===== config.mk =====
export PLATFORM = sky130hd
export DESIGN_NAME = kmeans_ctrl
export DESIGN_NICKNAME = d
export VERILOG_FILES = /design/src/rtl/kmeans_ctrl.sv
export SDC_FILE = /design/constraint.sdc
export NUM_CORES = 1
export LEC_CHECK = 0
export ABC_CLOCK_PERIOD_IN_PS = 2800
export BUFFER_PORTS_ARGS = -buffer_cell sky130_fd_sc_hd__buf_2
export CORE_MARGIN = 4
export CORE_UTILIZATION = 35
export CTS_CLUSTER_DIAMETER = 200
export DETAILED_ROUTE_END_ITERATION = 8
export GPL_TIMING_DRIVEN = 0
export PLACE_DENSITY = 0.65
export SLEW_MARGIN = 10
export SYNTH_ARGS = -nofsm -noshare
export SYNTH_HDL_FRONTEND = slang
export SYNTH_SLANG_ARGS = --single-unit

===== constraint.sdc =====
create_clock -name clk -period 2.8 [get_ports clk]
set_clock_uncertainty 0.15 [all_clocks]
set_input_delay 0.42 -clock clk [delete_from_list [all_inputs] [get_ports clk]]
set_output_delay 0.42 -clock clk [all_outputs]
set_load 0.1 [all_outputs]

===== src/rtl/kmeans_ctrl.sv =====
// kmeans_ctrl: sequences point streaming, accumulation, centroid swap/load and iteration control for k-means
module kmeans_ctrl #(
    parameter int PW = 16,
    parameter int IW = 8
) (
    input  logic          clk,
    input  logic          rst,
    input  logic          start,
    input  logic          abort,
    input  logic [PW-1:0] num_points,
    input  logic [IW-1:0] max_iter,
    input  logic          converged,
    output logic [PW-1:0] pt_addr,
    output logic          pt_rd,
    output logic          acc_rst,
    output logic          acc,
    output logic          swap,
    output logic          cent_load,
    output logic          busy,
    output logic          done,
    output logic          conv_flag,
    output logic [IW-1:0] iter_count
);
    localparam logic [2:0] IDLE   = 3'd0;
    localparam logic [2:0] CLEAR  = 3'd1;
    localparam logic [2:0] STREAM = 3'd2;
    localparam logic [2:0] DRAIN  = 3'd3;
    localparam logic [2:0] SWAP   = 3'd4;
    localparam logic [2:0] LOAD   = 3'd5;
    localparam logic [2:0] DONE   = 3'd6;
    logic [2:0]    state_q, state_d;
    logic [PW-1:0] addr_q, addr_d, np_q, np_d;
    logic [IW-1:0] mi_q, mi_d, iter_q, iter_d;
    logic          conv_q, conv_d, acc_q;
    // next-state logic; abort outranks everything once a run is in progress
    always_comb begin
        state_d = state_q;
        addr_d  = addr_q;
        np_d    = np_q;
        mi_d    = mi_q;
        iter_d  = iter_q;
        conv_d  = conv_q;
        if (abort && state_q != IDLE) begin
            state_d = IDLE;
            addr_d  = '0;
        end else begin
            case (state_q)
                IDLE: if (start) begin
                    iter_d  = '0;
                    conv_d  = 1'b0;
                    if (num_points == '0 || max_iter == '0) state_d = DONE;
                    else begin
                        np_d    = num_points;
                        mi_d    = max_iter;
                        state_d = CLEAR;
                    end
                end
                CLEAR: begin
                    addr_d  = '0;
                    state_d = STREAM;
                end
                STREAM: begin
                    addr_d  = (addr_q == np_q - PW'(1)) ? '0 : addr_q + PW'(1);
                    state_d = (addr_q == np_q - PW'(1)) ? DRAIN : STREAM;
                end
                DRAIN: state_d = SWAP;
                SWAP:  state_d = LOAD;
                LOAD: begin
                    iter_d  = iter_q + IW'(1);
                    conv_d  = conv_q | converged;
                    state_d = (converged || iter_d == mi_q) ? DONE : CLEAR;
                end
                DONE:    state_d = IDLE;
                default: state_d = IDLE;
            endcase
        end
    end
    // state registers; acc is the read strobe delayed to line up with returning memory data
    always_ff @(posedge clk or posedge rst) begin
        if (rst) begin
            state_q <= IDLE;
            addr_q  <= '0;
            np_q    <= '0;
            mi_q    <= '0;
            iter_q  <= '0;
            conv_q  <= 1'b0;
            acc_q   <= 1'b0;
        end else begin
            state_q <= state_d;
            addr_q  <= addr_d;
            np_q    <= np_d;
            mi_q    <= mi_d;
            iter_q  <= iter_d;
            conv_q  <= conv_d;
            acc_q   <= pt_rd && !abort;
        end
    end
    assign pt_rd      = state_q == STREAM;
    assign pt_addr    = pt_rd ? addr_q : '0;
    assign acc_rst    = state_q == CLEAR;
    assign acc        = acc_q;
    assign swap       = state_q == SWAP;
    assign cent_load  = state_q == LOAD;
    assign busy       = state_q != IDLE;
    assign done       = state_q == DONE;
    assign conv_flag  = conv_q;
    assign iter_count = iter_q;
endmodule

# ---- Word level (Yosys, flattened, before mapping)
# Cells that the tools add are included.
# W data, S select, Z words.
dict set report op_classes {
  n_addsub 3
  eq_ne 10
  muxes 14
  bitwise_logic 3
  n_reduce_logical 13
}
# operator n
set ops {}
lappend ops {{$mux W16} 3}
lappend ops {{$pmux W16 S2} 1}
lappend ops {{$pmux W3 S6} 1}
lappend ops {{$add A16 B1 Y16 const B} 1}
lappend ops {{$eq A16 B16 Y1} 1}
lappend ops {{$logic_not A16 Y1} 1}
lappend ops {{$pmux W8 S2} 1}
lappend ops {{$sub A16 B1 Y16 const B} 1}
lappend ops {{$mux W3} 4}
lappend ops {{$eq A3 B3 Y1 const B} 3}
lappend ops {{$add A8 B1 Y8 const B} 1}
lappend ops {{$eq A8 B8 Y1} 1}
lappend ops {{$logic_not A8 Y1} 1}
lappend ops {{$mux W8} 1}
lappend ops {{$eq A3 B2 Y1 const B} 2}
lappend ops {{$reduce_bool A3 Y1} 2}
lappend ops {{$reduce_and A4 Y1} 1}
lappend ops {{$eq A3 B1 Y1 const B} 1}
lappend ops {{$logic_not A3 Y1} 1}
lappend ops {{$ne A3 B3 Y1 const B} 1}
lappend ops {{$reduce_and A3 Y1} 1}
lappend ops {{$logic_and A1 B1 Y1} 2}
lappend ops {{$logic_or A1 B1 Y1} 2}
lappend ops {{$mux W1} 2}
lappend ops {{other kinds (6)} 7}
dict set report totals {
  ff_bits 53
  in_bits 29
  output_inout_bits 32
}

# ---- Longest topological paths before layout
dict set report logic_depth {
  word_depth 6
  mapped_depth 12
  mapped_depth_nobuf 9
}

# ---- Worst setup path after synthesis
# Ideal clock, no wire load.
dict set report synth_timing {
  path_kind {flip-flop to output port}
  startpoint {register state_q[0]}
  endpoint {output port pt_addr[10]}
  arrival_time_ps 2862
  required_time_ps 2230
  path_slack_ps -632
  path_stages_with_launch 5
  n_path_buf 2
  path_cell_list {dfrtp_1 clkbuf_1 nor3b_1 clkbuf_1 and2_1}
}
dict set report synth_via {
  elab_chain_len 2
}
# element line_no
set synth_lines {}
lappend synth_lines {{from (decl)} 31} ;# logic [2:0] state_q, state_d;
lappend synth_lines {{from (signal assigned)} 89} ;# state_q <= state_d;
lappend synth_lines {{$eq A3 B2 Y1} 98} ;# assign pt_rd = state_q == STREAM;
lappend synth_lines {{named net pt_rd} 14} ;# output logic pt_rd,
lappend synth_lines {{$mux W16} 99} ;# assign pt_addr = pt_rd ? addr_q : '0;
lappend synth_lines {{to (decl)} 13} ;# output logic [PW-1:0] pt_addr,
# The timed path passes the listed nets, and every way through them passes these cells.

# ---- Worst setup path after layout
dict set report layout_timing {
  startpoint {register np_q[0]}
  endpoint {register addr_q[8]}
}
dict set report layout_via {
  elab_chain_len 5
}
# element line_no
set layout_lines {}
lappend layout_lines {{from (decl)} 32} ;# logic [PW-1:0] addr_q, addr_d, np_q, np_d;
lappend layout_lines {{from (signal assigned)} 91} ;# np_q <= np_d;
lappend layout_lines {{$sub A16 B1 Y16} 63} ;# addr_d = (addr_q == np_q - PW'(1)) ? '0 : addr_q + PW'(1);
lappend layout_lines {{$eq A16 B16 Y1} 63}
lappend layout_lines {{$mux W16} 63}
lappend layout_lines {{$pmux W16 S2} 47} ;# case (state_q)
lappend layout_lines {{$mux W16} 43} ;# if (abort && state_q != IDLE) begin
lappend layout_lines {{to (signal assigned)} 90} ;# addr_q <= addr_d;
lappend layout_lines {{to (decl)} 32}
# Every way passes these cells.
# A chain may end at the register's enable or synchronous reset.

==> impl_metrics.ini <==
[outcome]
outcome = complete, but fails checks
violations = setup timing

[clock_network]
cts_max_path_buffers = 2
cts.sinks = 53
clkLatencyLatePin_ns = 0.33
clk_pin_slew_ns = 0.11
cts_tree = yes
htree_levels = 2
cts-root-buf = clkbuf_8
numCtsBuffers = 5

[synth]
synthCells = 368
synth_nets = 400
async_flop_share_pct = 100.0
yosysWarnings = 0
synth_most_common_cell = dfrtp_1
netlist_top_cells_count = dfrtp_1 (53), nand2_1 (34), mux2_2 (24)
avgSynthCellArea_um2 = 9.258
syn-cell-area_um2 = 3407
synth_cell_types = 55
yosys.area.top_type = dfrtp_1
synthTopCellsByArea = dfrtp_1 (39%), mux2_2 (7.9%), xnor2_1 (5.9%)
seq_area_frac_synth_pct = 38.93
yosys_most_used_dff = dfrtp_1
synth_edf_count = 0
yosys.area.top_type_share_pct = 38.93
ys_ff_latch = 53

[placement]
dp_hpwl_um = 6635
post-place-ws_ns = -0.3464
place.gp.congestion = 0.8806
place_inst = 558
port_buffers = 60

[setup_path]
crit_path_start = np_q[0]
end_kind = flop
cp_slowest_cell = or4b_4
crit_path_max_incr_delay_ns = 0.48
path_max_fanout = 6
crit_chain = inv_2, ha_4, or4b_4, buf_6, buf_6, nor4_2, o32ai_1, o211ai_1, or4_4, buf_12, nand2_8, buf_8, o311ai_4
arrival_ns = 3.14
start_kind = flop
r2r_start = np_q[0]
crit_type = reg -> reg
cpMostUsedCell = buf_6
cp.required_ns = 2.88

[detailed_routing]
antenna_left = 0
vias = 3210
first_pass_iters = 5
wire_per_inst_um = 16.33
drt_wl_total_um = 9536
post-route-drc-count = 0
drt_iter0_drc = 166
viasPerCell = 5.497

[floorplanning]
die_x_um = 106.7
dieArea_um2 = 11380
top_level_ports = 61
initial_core_util_pct = 36.36
fp.dieH_um = 106.7
core_area_um2 = 9371
num_rows = 35

[timing]
period_needed_ns = 3.059
fmax_mhz = 326.9
final-hold-violation-count = 0
tightest_slew_ns = 0.6643
rsz0062_at_grt = true
slew_headroom_pct = 55.65
whs_ns = 0.02281
setup_viol = 17
period_share_pct = 109.3
setup_slack_ns = -0.2591
maxSlewViolCount = 0

[layout]
nNetsFinal = 486
final_cells = 584
num_antenna_cells = 0
areaGrowthSynthToFinish_pct = 30.66
drive_gt1_share_pct = 38.24

[global_route]
first_global_vias = 3158
grt_overflow = 0
grt_usage_pct = 16.69
gr-usage-met2_pct = 25.72
grt_pass1_wl_um = 15640
met3_usage_pct = 3.913
grt-busiest-layer = met2
grt_use_met1_pct = 23.26
grt_max_degree = 31
antenna_found_initial = 0

[power_and_ir_drop]
peakVddDrop_uv = 546.5
powerDensity_nw_per_um2 = 825.4
p_leak_nw = 1.867
finalPower_mw = 3.675

[run]
maxCapViolations = 0

[worst_hold_path]
hold_class = in -> async
worst max-delay path, delay by kind of cell (launching register included):
family | cells | cell delay [ns]
AND/OR/NAND/NOR | 4 | 1.00
buffers and inverters | 5 | 0.63
AO/OA/AOI/OAI | 3 | 0.62
flip-flops | 1 | 0.43
adder cells (fa/ha/maj) | 1 | 0.14
layout by cell type, fill, tap and decap left out, types with 8 or more instances in the layout:
| cell | synthesis | layout |
|---|---|---|
| buf_2 | 2 | 51 |
| dfrtp_1 | 53 | 48 |
| nand2_1 | 34 | 34 |
| buf_4 | 1 | 28 |
| mux2_2 | 24 | 24 |
| xnor2_1 | 23 | 23 |
| nand4_1 | 16 | 16 |
| nor2_1 | 15 | 15 |
| o21ai_0 | 16 | 14 |
| and2_1 | 21 | 13 |
| xor2_1 | 12 | 12 |
| nand3_1 | 10 | 10 |
| clkbuf_1 | 15 | 9 |
| inv_1 | 11 | 8 |
| and3_1 | 8 | 8 |
| and2_2 | 0 | 8 |
what timing repair did:
item,CTS,global route
gates resized for setup,41,28
gates cloned,2,0
hold buffers,0,0
setup buffers,12,11
setup endpoints to repair,34,27
pin swaps,18,19
layout make-up:
class	count	area [um2]
clock inverter	3	25.02
sequential	53	1333
inverter	11	41.29
multi-input combinational	282	2152
timing repair buffer	85	566.8
clock buffer	5	68.82
buffer	16	103.9
tap	129	161.4
fill	911	4920
metrics by stage:
stage                     utilization (%)  area (um2)  TNS, ns
after floorplan                         -        3435  -0.2730
after global placement              41.58        3896   -4.965
after detailed placement            41.79        3916   -5.865
after CTS                           45.79        4292   -1.466
after global routing                47.50        4452   -4.739
final                               47.50        4452   -3.222
where the power goes:
group          switching (mW)  internal [mW]
clock                   0.296          0.183
combinational            1.15          0.832
sequential              0.235          0.982
total                    1.68           2.00
sequential cells by signal, indices dropped and copies added, names as in the netlist:
| register | flops |
|---|---|
| acc | 1 |
| conv_flag | 1 |
| iter_count | 8 |
| addr_q | 16 |
| np_q | 16 |
| state_q | 3 |
| mi_q | 8 |
final timing paths:
path / cells past startpoint / slack, ns / endpoint
setup / recovery: 13 / -0.26 / addr_q[8]
hold / removal: 2 / 0.02 / conv_flag
setup reg to reg: 13 / -0.26 / addr_q[8]
hold reg to reg: 2 / 0.35 / conv_flag
max in group asynchronous: 3 / 1.90 / np_q[10]
min in group clk: 2 / 0.18 / state_q[1]
per-layer routing:
metal  wire (um)  up-vias  share of wire [%]
li1            -     1526                  -
met1        4353     1563                 46
met2        4490      109                 47
met3         567       12                5.9
met4         125        0                1.3
met5           0        -                  0
logic make-up (layout without fill, tap and decap cells):
kind of cell,Yosys count,count (layout),share of synthesized area (%)
multiplexers,26,26,8.520
buffers and inverters,33,120,4.480
adder cells (fa/ha/maj),3,3,1.102
AND/OR/NAND/NOR,152,152,24.72
flip-flops,53,53,38.93
AO/OA/AOI/OAI,66,66,13.26
XOR/XNOR,35,35,8.997
No activity file was read; power rests on OpenSTA's default activity.
